## src/rtl/uart_tx_moore_fsm.sv

```systemverilog
// ----------------------------------------------------------------------------
// uart_tx_moore_fsm
//
// Moore UART transmitter running directly on the baud clock (one clock = one
// bit time). A nonzero byte on bus_in while idle is captured and sent as an
// 8N1 frame: start bit, 8 data bits LSB first, stop bit. 0x00 means
// "no request" and cannot be sent.
//
// Ports:
//   clk_baud    in   1  baud clock, all state changes on rising edge
//   rst         in   1  asynchronous active-high reset
//   bus_in      in   8  byte to send; nonzero doubles as send request
//   serial_out  out  1  serial TX line, idles high
//
// State  | meaning
// -------+--------------------------------------------------
// IDLE   | line high, sampling bus_in for a nonzero byte
// START  | driving the start bit (0)
// DATA   | driving shift_q[0], shifting right each bit time
// STOP   | driving the stop bit (1), then back to IDLE
// ----------------------------------------------------------------------------
module uart_tx_moore_fsm (
    input  logic       clk_baud,
    input  logic       rst,
    input  logic [7:0] bus_in,
    output logic       serial_out
);

    typedef enum logic [1:0] {
        IDLE  = 2'd0,
        START = 2'd1,
        DATA  = 2'd2,
        STOP  = 2'd3
    } state_t;

    state_t     state_q, state_d;
    logic [7:0] shift_q, shift_d;
    logic [2:0] bit_cnt_q, bit_cnt_d;
    logic       out_q, out_d;

    always_ff @(posedge clk_baud or posedge rst) begin
        if (rst) begin
            state_q   <= IDLE;
            shift_q   <= 8'h00;
            bit_cnt_q <= 3'd0;
            out_q     <= 1'b1;
        end else begin
            state_q   <= state_d;
            shift_q   <= shift_d;
            bit_cnt_q <= bit_cnt_d;
            out_q     <= out_d;
        end
    end

    always_comb begin
        state_d   = state_q;
        shift_d   = shift_q;
        bit_cnt_d = bit_cnt_q;
        out_d     = 1'b1;

        case (state_q)
            IDLE: begin
                if (bus_in != 8'h00) begin
                    shift_d   = bus_in;
                    bit_cnt_d = 3'd0;
                    state_d   = START;
                end
            end
            START: begin
                bit_cnt_d = 3'd0;
                state_d   = DATA;
            end
            DATA: begin
                shift_d   = {1'b0, shift_q[7:1]};
                bit_cnt_d = bit_cnt_q + 3'd1;
                if (bit_cnt_q == 3'd7) begin
                    state_d = STOP;
                end
            end
            STOP: begin
                state_d = IDLE;
            end
            default: begin
                state_d = IDLE;
            end
        endcase

        // The line level is decoded from the next state and registered, so
        // serial_out comes straight off a flop and cannot glitch mid-bit.
        case (state_d)
            IDLE:    out_d = 1'b1;
            START:   out_d = 1'b0;
            DATA:    out_d = shift_d[0];
            STOP:    out_d = 1'b1;
            default: out_d = 1'b1;
        endcase
    end

    assign serial_out = out_q;

endmodule

```

## config.mk

```make
export PLATFORM = sky130hd
export DESIGN_NAME = uart_tx_moore_fsm
export DESIGN_NICKNAME = d
export VERILOG_FILES = /design/src/rtl/uart_tx_moore_fsm.sv
export SDC_FILE = /design/constraint.sdc
export NUM_CORES = 1
export LEC_CHECK = 0
export CAP_MARGIN = 20
export CORE_MARGIN = 2
export CORE_UTILIZATION = 45
export DETAILED_ROUTE_END_ITERATION = 6
export PLACE_DENSITY = 0.7
export SLEW_MARGIN = 20
export SYNTH_ARGS = -nofsm -noshare
export SYNTH_HDL_FRONTEND = slang
export SYNTH_SLANG_ARGS = --single-unit
export TNS_END_PERCENT = 30
```

## constraint.sdc

```tcl
create_clock -name clk_baud -period 4.7 [get_ports clk_baud]
set_input_delay 0.94 -clock clk_baud [delete_from_list [all_inputs] [get_ports clk_baud]]
set_output_delay 0.94 -clock clk_baud [all_outputs]
set_load 0.02 [all_outputs]
```

Word-level counts from Yosys, hierarchy flattened
Cells that the tools add are included.
{"block": "word_totals", "output_inout_bits": 1, "ff_bits": 14, "inputBits": 10}
{"block": "op_classes", "muxes": 8, "reduce_logical": 8, "n_eq_ne": 8, "add_sub_neg": 1}
{"op": "$pmux W8 S2", "n": 1}
{"op": "$pmux W3 S3", "n": 1}
{"op": "$eq A2 B2 Y1 const B", "n": 4}
{"op": "$mux W8", "n": 1}
{"op": "$pmux W2 S4", "n": 1}
{"op": "$reduce_bool A8 Y1", "n": 1}
{"op": "$eq A2 B1 Y1 const B", "n": 2}
{"op": "$logic_not A2 Y1", "n": 2}
{"op": "$mux W2", "n": 2}
{"op": "$reduce_and A2 Y1", "n": 2}
{"op": "$add A3 B1 Y3 const B", "n": 1}
{"op": "$eq A3 B3 Y1 const B", "n": 1}
{"op": "$mux W3", "n": 1}
{"op": "$pmux W1 S3", "n": 1}
{"op": "$reduce_bool A3 Y1", "n": 1}
{"op": "$ne A2 B2 Y1 const B", "n": 1}
{"op": "$reduce_bool A2 Y1", "n": 1}
{"op": "$reduce_or A2 Y1", "n": 1}

Depth between registers and ports, before layout
Gate-level depths: netlist of run 1.
{"block": "depth", "depth_word": 6, "ltp_mapped": 9, "ltp_nobuf": 8}

Worst setup path after synthesis of run 1
No wires, ideal clock.
{"block": "synth_path", "kind": "input to register", "from": "in bus_in[5]", "to": "reg out_q, in the netlist serial_out", "arrival_ns": 2.149, "setup_slack_ns": 2.462, "path_stages": 7, "n_path_buf": 1, "required_time_ns": 4.611, "setup_time_ns": 0.089, "path_cell_list": "nor4b_4 and3_1 buf_2 a21oi_1 ha_1 o21bai_1 a211oi_1"}
{"block": "synth_via", "elab_chain_len": 6}
{"item": "start, declared", "line_no": "25", "rtl": "input logic [7:0] bus_in,"}
{"item": "$reduce_bool A8 Y1 *", "line_no": "63", "rtl": "if (bus_in != 8'h00) begin"}
{"item": "$mux W2 *", "line_no": "63"}
{"item": "$pmux W2 S4 *", "line_no": "61", "rtl": "case (state_q)"}
{"item": "net state_d[0]", "line_no": "36", "rtl": "state_t state_q, state_d;"}
{"item": "$eq A2 B2 Y1 / $logic_not A2 Y1 (equally long branches)", "line_no": "90", "rtl": "case (state_d)"}
{"item": "$reduce_or A2 Y1 (no source line)"}
{"item": "$pmux W1 S3 *", "line_no": "90"}
{"item": "net out_d", "line_no": "39", "rtl": "logic out_q, out_d;"}
{"item": "end signal, assigned", "line_no": "51", "rtl": "out_q <= out_d;"}
{"item": "end, declared", "line_no": "39"}
The timed path passes the listed nets; every way through them passes the cells marked *. The select of a mux whose other input is x is not followed.
A chain may end at the register's enable or synchronous reset.

Worst setup path in the final report of run 1
Same ends and word-level chain as after synthesis.

==> results of run 1 <==
[per-layer routing]
metal | global-route usage (%) | vias up
met1 | 21.1 | 267
met5 | 0 | -
met4 | 12.4 | 0
li1 | - | 274
met2 | 28.6 | 11
met3 | 2.40 | 4
[flip-flops by register name, summed over array words and instances, names as in the netlist]
name and flops:
state_q 2, serial_out 1, bit_cnt_q 3, shift_q 8
[path summary, 6_finish.rpt]
| check | cells after the start | startpoint | slack (ns) | endpoint |
|---|---|---|---|---|
| max in group asynchronous | 2 | rst | 3.36 | serial_out |
| min | 1 | shift_q[0] | 0.49 | shift_q[0] |
| min reg2reg | 1 | shift_q[0] | 0.49 | shift_q[0] |
| max | 7 | bus_in[5] | 2.07 | serial_out |
| max reg2reg | 8 | state_q[0] | 2.22 | serial_out |
| min in group asynchronous | 2 | rst | 0.98 | shift_q[5] |
[through the flow]
step / total power [mW] / worst slack, ns
2_1_floorplan: 0.474 / 2.46
4_1_cts: 0.639 / 2.10
3_3_place_gp: 0.539 / 1.86
6_report: 0.633 / 2.07
3_5_place_dp: 0.546 / 1.79
5_1_grt: 0.687 / 1.92
[power breakdown]
part / internal [mW] / switching (mW)
Sequential: 0.180 / 0.0295
Combinational: 0.163 / 0.170
Clock: 0.0472 / 0.0435
[cells by family after synthesis]
| kind of cell | Yosys count | synth area share [%] |
|---|---|---|
| AND/OR/NAND/NOR | 14 | 12.1 |
| AO/OA/AOI/OAI | 22 | 23.1 |
| adder cells (fa/ha/maj) | 6 | 9.77 |
| multiplexers | 3 | 4.56 |
| buffers and inverters | 9 | 4.72 |
| flip-flops | 14 | 45.8 |
[worst reg2reg max path: cells and delay by family, from the launching register on]
kind	cells	cell delay [ns]
AOI/OAI and AO/OA	3	0.47
adders and majority gates	2	0.68
buffers and inverters	1	0.11
DFF	1	0.40
and+or+nand+nor	2	0.75
[area by class of cell]
| type | count | share of cell area, % |
|---|---|---|
| Inverter | 6 | 2.47 |
| Sequential cell | 14 | 38.6 |
| Timing Repair Buffer | 10 | 11.0 |
| Multi-Input combinational cell | 45 | 41.8 |
| Clock buffer | 4 | 3.98 |
| Tap cell | 16 | 2.20 |
[cell usage in the layout, fill, tap and decap left out, drive strengths merged, types with 2 or more instances in the layout]
master	n
ha	6
clkdlybuf4s50	10
a22o	2
dfrtp	13
nor3	2
a22oi	6
nand2	2
clkbuf	4
o2bb2ai	6
inv	6
nor2	4
mux2i	2
==> results_dict.tcl, run 1 <==
set metrics [dict create \
    grt-ovfl-total 0 \
    cts_buffers 3 \
    cts_resized 0 \
    wl_met2_um 649 \
    placed_cells 91 \
    core_area_um2 1560 \
    die_area_um2 2050 \
    place_hpwl_mm 1.01 \
    vdd_ir_drop_max_uv 346 \
    critical_path_buf_inv_count 1 \
    grt.total_usage_pct 17.5 \
    dr.first_iter.drc_count 8 \
    utilization_pct 58.4 \
    clkLatencyLatePin_ns 0.29 \
    crit_path_top_delay_cell "clkdlybuf4s50_1" \
    ys_top_cells_by_count "dfrtp_1 (13), a22oi_1 (6), ha_1 (6), inv_1 (6), o2bb2ai_1 (6)" \
    ant_nets 0 \
    yosysMostFrequentCell "dfrtp_1" \
    multi_input_area_um2 380 \
    vias 556 \
    path_cells "clkdlybuf4s50_1 -> nor4b_4 -> and3_1 -> a21oi_1 -> ha_1 -> o21bai_1 -> a211oi_1" \
    first_pass_iters 4 \
    via_per_inst 5.85 \
    synth-edff-count 0 \
    syn_to_final_growth_pct 18.6 \
    syn_area_per_cell_um2 11.3 \
    die_w_um 45.3 \
    initial_utilization_pct 49.3 \
    syn_nets 84 \
    worst_pin_slew_ns 0.530 \
    final_cells 95 \
    wl_mm 1.43 \
    fill_cells 136 \
    cpPeakStageDelay_ns 0.46 \
    syn_inst 68 \
    worstPathArrival_ns 2.83 \
    wl_met3_um 50 \
    synth_top_area_share_pct 42.3 \
    placed_area_um2 875 \
    antenna-diode-count 0 \
    async_flop_share_pct 100 \
    drc 0 \
    place_congestion 0.756 \
    max_cap_viol_count 0 \
    cts_tree "done" \
    die_y_um 45.3 \
    finalSetupTns_ns 0 \
    crit_fanout 7 \
    yosysSeqAreaShare_pct 45.8 \
    final-setup-viol-count 0 \
    period_share_pct 55.9 \
    htree_levels 1 \
    wl_per_cell_um 15.1 \
    grt_max_degree 15 \
    path_clk_slew_ns 0.09 \
    cp-end-kind "register" \
    drv_slew 0 \
    row_count 14 \
    ys_types 29 \
    period_needed_ns 2.63 \
    synth_top_cell_by_area "dfrtp_1" \
    synth_area_leaders "dfrtp_1 (42%), ha_1 (9.8%), o2bb2ai_1 (6.8%)" \
    syn-cell-area_um2 768 \
    top_layer_used "met4" \
    max_clock_freq_mhz 381 \
    io_buffers 10 \
    ioPinCount 11 \
    crit_type "input port to register" \
    crit_required_ns 4.91 \
    antenna_found_initial 0 \
    hp-class "register to register" \
    grt_pass1_vias 570 \
    cts_buffer_depth 2 \
    area.sequential_um2 352 \
    drt-met1-wl_um 699 \
    critical-path-top-delay-family "simple AND/OR/NAND/NOR gates" \
    cts.sinks 14 \
    synth_top_flop_cell "dfrtp_1" \
    design_area_um2 911 \
    rsz0062_at_grt "no" \
    p_leak_nw 0.414 \
    drive_gt1_share_pct 13.9 \
    synth-seq-cells 14 \
    post_cts_buffers 0 \
    start_kind "input port" \
    status "completed" \
    root_buffer "clkbuf_4" \
    skew_ns 0.00228 \
    maxSlewHeadroom_pct 64.6 \
    powerDensity_nw_per_um2 695 \
    grt_pass1_wl_mm 2.44 \
    fin_nets 96 \
    ys.warnings.count 0 \
    holdWs_ns 0.488 \
    final_hold_viol_count 0 \
    ctsHoldBuffers 0 \
]
No activity file was read; power rests on OpenSTA's default activity.
==> inputs of run 2 (changes only) <==
--- a/config.mk
+++ b/config.mk
@@ -9,7 +9,7 @@
 export CORE_MARGIN = 2
 export CORE_UTILIZATION = 45
 export DETAILED_ROUTE_END_ITERATION = 6
-export PLACE_DENSITY = 0.7
+export PLACE_DENSITY = 0.73
 export SLEW_MARGIN = 20
 export SYNTH_ARGS = -nofsm -noshare
 export SYNTH_HDL_FRONTEND = slang
==> constraint.sdc (replaced) <==
create_clock -name clk_baud -period 2.4 [get_ports clk_baud]
set_input_delay 0.48 -clock clk_baud [delete_from_list [all_inputs] [get_ports clk_baud]]
set_output_delay 0.48 -clock clk_baud [all_outputs]
set_load 0.02 [all_outputs]
==> run 2 against run 1 <==
Net effect: critical path depth did not move; sequential share of layout area decreased by 0.21 points; final area rose by 0.55%; sequential power grew 98%; die area unchanged; clock-buffer cell count unchanged; setup slack worse by 1.7 ns; cell count increased by 2.1%; combinational power grew 100%; critical endpoint unchanged; highest routed layer unchanged.
==> results_dict.tcl, run 2 (synthesis results as in run 1) <==
set metrics [dict create \
    area.sequential_um2 352 \
    row_count 14 \
    holdWs_ns 0.494 \
    worst_pin_slew_ns 0.549 \
    crit_path_top_delay_cell "clkdlybuf4s50_1" \
    mostFrequentLayoutCells "dfrtp_1 (13), clkdlybuf4s50_1 (10)" \
    p_total_mw 1.23 \
    p_leak_nw 0.419 \
    crit_fanout 4 \
    vias 566 \
    reg2reg_setup_slack_ns 0.37 \
    syn_to_final_growth_pct 19.2 \
    grt-ovfl-total 0 \
    period_needed_ns 2.04 \
    layout_setup_ws_ns 0.362 \
    regMostFlops "shift_q" \
    die_w_um 45.3 \
    rsz0062_at_grt "no" \
    crit_required_ns 2.60 \
    largest_register_ffs 8 \
    drive_gt1_share_pct 14.8 \
    post_cts_buffers 0 \
    cp_num_cells 7 \
    critical-path-top-delay-family "simple AND/OR/NAND/NOR gates" \
    worstPathArrival_ns 2.24 \
    ant_nets 0 \
    via_per_inst 5.84 \
    cp-end-kind "register" \
    drc 0 \
    cts_buffer_depth 2 \
    cts.sinks 14 \
    reg.largest.list "shift_q x8, bit_cnt_q x3, state_q x2" \
    cts_buffers 3 \
    place_ws_ns 0.0811 \
    drv_slew 0 \
    max_clock_freq_mhz 491 \
    start_kind "input port" \
    fin_nets 98 \
    cts_resized 0 \
    wl_mm 1.51 \
    cts_tree "done" \
    first_pass_iters 4 \
    layout_commonest_cell "dfrtp_1" \
    ioPinCount 11 \
    wl_per_cell_um 15.5 \
    dr.first_iter.drc_count 6 \
    vdd_ir_drop_max_uv 631 \
    antenna_found_initial 0 \
    hp-class "register to register" \
    period_share_pct 84.9 \
    rr_worst_depth 7 \
    grt_pass1_wl_mm 2.53 \
    multi_input_area_um2 380 \
    grt.total_usage_pct 17.4 \
    skew_ns 0.00749 \
    status "completed" \
    reg2reg_to "serial_out" \
    ctsHoldBuffers 0 \
    io_buffers 10 \
    antenna-diode-count 0 \
    powerDensity_nw_per_um2 1350 \
    htree_levels 1 \
    fill_cells 134 \
    clkLatencyLatePin_ns 0.28 \
    final-setup-viol-count 0 \
    die_area_um2 2050 \
    r2r-start "state_q[0]" \
    root_buffer "clkbuf_4" \
    path_clk_slew_ns 0.08 \
    finalSetupTns_ns 0 \
    initial_utilization_pct 49.3 \
    path_cells "clkdlybuf4s50_1 -> nor4b_4 -> nand3_1 -> o22ai_1 -> ha_1 -> nor3b_1 -> a211oi_1" \
    maxSlewHeadroom_pct 63.4 \
    hold_depth 1 \
    core_area_um2 1560 \
    cpPeakStageDelay_ns 0.46 \
    hold_end "shift_q[0]" \
    max_cap_viol_count 0 \
    place_congestion 0.721 \
    utilization_pct 58.7 \
    crit_type "input port to register" \
    grt_max_degree 15 \
    die_y_um 45.3 \
    hp-start "shift_q[0]" \
    place_hpwl_mm 1.08 \
    grt_pass1_vias 563 \
    critical_path_buf_inv_count 1 \
    final_hold_viol_count 0 \
]
==> run 2: changes by cell type in the layout (fill, tap and decap cells not counted) <==
cell / before / now
clkbuf_1: 0 / 1
buf_4: 0 / 2
clkbuf_8: 1 / 0
==> run 2: where the power goes <==
part | leakage, nW | internal [mW] | switching [mW]
sequential | 0.174 | 0.352 | 0.0617
clock | 0.0150 | 0.0645 | 0.0772
combinational | 0.230 | 0.328 | 0.349
==> run 2: how the worst max path moves through the flow <==
stage | endpoint | startpoint | slack, ns
after floorplan | serial_out | state_q[0] | 0.50
after global placement | serial_out | bus_in[5] | 0.14
after detailed placement | serial_out | bus_in[5] | 0.08
after CTS | serial_out | bus_in[5] | 0.37
after global routing | serial_out | state_q[0] | 0.23
final | serial_out | bus_in[5] | 0.36
==> run 2: final cells by class <==
cell class | count | share of cell area [%]
multi-input cells | 45 | 41.5
flip-flops and latches | 14 | 38.4
inverters | 6 | 2.46
clock buffers | 4 | 2.87
well taps | 16 | 2.19
repair buffers | 12 | 12.6
==> run 2: layer usage <==
metal  vias to the layer above  share of wire, %  track usage, %
met2                        10                49            28.6
met3                         4               2.1            2.40
met5                         -                 0               0
met1                       277                47            22.3
met4                         0               1.9            8.82
li1                        275                 -               -
==> run 2: per-stage QoR <==
stage / instance area [um2] / cells
floorplan: 768 / 68
global placement: 890 / 93
detailed placement: 890 / 93
global route: 916 / 97
CTS: 916 / 97
finish: 916 / 97
==> inputs of run 3 (changes only) <==
--- a/config.mk
+++ b/config.mk
@@ -9,7 +9,7 @@
 export CORE_MARGIN = 2
 export CORE_UTILIZATION = 45
 export DETAILED_ROUTE_END_ITERATION = 6
-export PLACE_DENSITY = 0.73
+export PLACE_DENSITY = 0.7
 export SLEW_MARGIN = 20
 export SYNTH_ARGS = -nofsm -noshare
 export SYNTH_HDL_FRONTEND = slang
==> constraint.sdc (replaced) <==
create_clock -name clk_baud -period 2.09 [get_ports clk_baud]
set_input_delay 0.418 -clock clk_baud [delete_from_list [all_inputs] [get_ports clk_baud]]
set_output_delay 0.418 -clock clk_baud [all_outputs]
set_load 0.02 [all_outputs]
==> run 3 against run 2 <==
Net effect: setup slack got worse by 0.21 ns; largest cell class unchanged; clock-buffer cell count did not move; sequential power rose by 14%; first-iteration DRC count fell by 33%; clock power rose by 43%; core utilization rose by 5.8 points; register-to-register slack got worse by 0.22 ns; wire length rose by 0.13%; combinational power rose by 27%; non-clock buffer count rose by 8; final area rose by 9.8%.
==> results_dict.tcl, run 3 (synthesis results as in run 1) <==
set metrics [dict create \
    place_congestion 0.761 \
    ctsHoldBuffers 0 \
    place_ws_ns -0.0976 \
    root_buffer "clkbuf_4" \
    max_clock_freq_mhz 515 \
    powerDensity_nw_per_um2 1520 \
    place_hpwl_mm 1.10 \
    grt_max_degree 15 \
    reg.largest.list "shift_q x8, bit_cnt_q x3, state_q x2" \
    die_w_um 45.3 \
    ioPinCount 11 \
    p_total_mw 1.53 \
    drc 0 \
    hp-class "input port to asynchronous set/reset pin" \
    r2r-start "state_q[0]" \
    worstSetupStartpoint "state_q[0]" \
    io_buffers 10 \
    fin_nets 106 \
    dr.first_iter.drc_count 4 \
    die_y_um 45.3 \
    utilization_pct 64.5 \
    cts_tree "done" \
    maxSlewHeadroom_pct 64.7 \
    cts_buffers 3 \
    largest_register_ffs 8 \
    regMostFlops "shift_q" \
    final_hold_viol_count 0 \
    cts_buffer_depth 2 \
    status "completed" \
    htree_levels 1 \
    cell_internal_pwr_mw 0.934 \
    initial_utilization_pct 49.3 \
    skew_ns 0.000702 \
    final-setup-viol-count 0 \
    start_kind "register" \
    layout_commonest_cell "dfrtp_1" \
    swShare_pct 39.0 \
    first_pass_iters 4 \
    p_leak_nw 0.466 \
    finalSetupTns_ns 0 \
    max_cap_viol_count 0 \
    grt_pass1_vias 628 \
    antenna-diode-count 0 \
    crit_fanout 3 \
    vias 600 \
    p_comb_share_pct 56.1 \
    period_needed_ns 1.94 \
    worst_pin_slew_ns 0.528 \
    period_share_pct 93.0 \
    path_clk_slew_ns 0.09 \
    row_count 14 \
    mostFrequentLayoutCells "dfrtp_1 (13), clkdlybuf4s50_1 (10), buf_4 (10)" \
    seq_power_share_pct 30.7 \
    core_area_um2 1560 \
    syn_to_final_growth_pct 30.9 \
    wl_per_cell_um 14.4 \
    wl_mm 1.51 \
    grt_pass1_wl_mm 2.67 \
    cts.sinks 14 \
    layout_setup_ws_ns 0.147 \
    worstPathArrival_ns 2.16 \
    crit_type "register to register" \
    final_cells 105 \
    clkLatencyLatePin_ns 0.29 \
    power.share.clock_pct 13.2 \
    power_switching_mw 0.598 \
    vdd_ir_drop_max_uv 779 \
    drive_gt1_share_pct 28.1 \
    via_per_inst 5.71 \
    die_area_um2 2050 \
    placed_cells 100 \
    grt-ovfl-total 0 \
    antenna_found_initial 0 \
    grt.total_usage_pct 18.7 \
    drv_slew 0 \
    cp-end-kind "register" \
    ant_nets 0 \
    crit_required_ns 2.31 \
]
-- run 3: cell type report --
class | count | area [um2]
well taps | 16 | 20.0
repair buffers | 20 | 175
fillers | 131 | 553
flip-flops and latches | 14 | 352
inverters | 6 | 22.5
clock buffers | 4 | 36.3
multi-input cells | 45 | 400
-- run 3: critical path, cell delays in order (launching register included) --
cell	delay (ns)
dfrtp_1	0.41
inv_1	0.11
ha_1	0.20
nor4b_4	0.25
nand3_1	0.14
o22ai_1	0.18
ha_1	0.30
nor3b_2	0.20
a211oi_2	0.09
-- run 3: power by group through the flow --
stage | clock network [mW] | registers, mW | logic [mW]
detailed placement | 0 | 0.473 | 0.800
finish | 0.203 | 0.471 | 0.860
global route | 0.217 | 0.488 | 0.959
CTS | 0.206 | 0.469 | 0.802
floorplan | 0 | 0.468 | 0.598
global placement | 0 | 0.474 | 0.768
-- run 3: final timing paths --
| check | to | slack [ns] | cells past startpoint |
|---|---|---|---|
| setup / recovery | serial_out | 0.15 | 8 |
| hold / removal | bit_cnt_q[1] | 0.46 | 2 |
| setup reg to reg | serial_out | 0.15 | 8 |
| hold reg to reg | shift_q[3] | 0.50 | 1 |
| max in group asynchronous | serial_out | 1.27 | 2 |
| min in group clk_baud | shift_q[3] | 0.50 | 1 |
-- run 3: layer usage --
metal | GRT usage, % | routed length, um
met1 | 22.7 | 709
met2 | 29.1 | 681
met3 | 2.40 | 57
met4 | 15.3 | 61
met5 | 0 | 0
-- run 3: metrics by stage --
stage	instance area [um2]	hold WS [ns]
finish	1010	0.456
global route	1010	0.518
CTS	978	0.472
detailed placement	942	0.472
global placement	942	0.472
floorplan	768	0.307
-- run 3: timing repair --
action	in CTS	in global routing
setup buffers	0	1
endpoints found under the setup margin	0	1
resized for setup	0	4
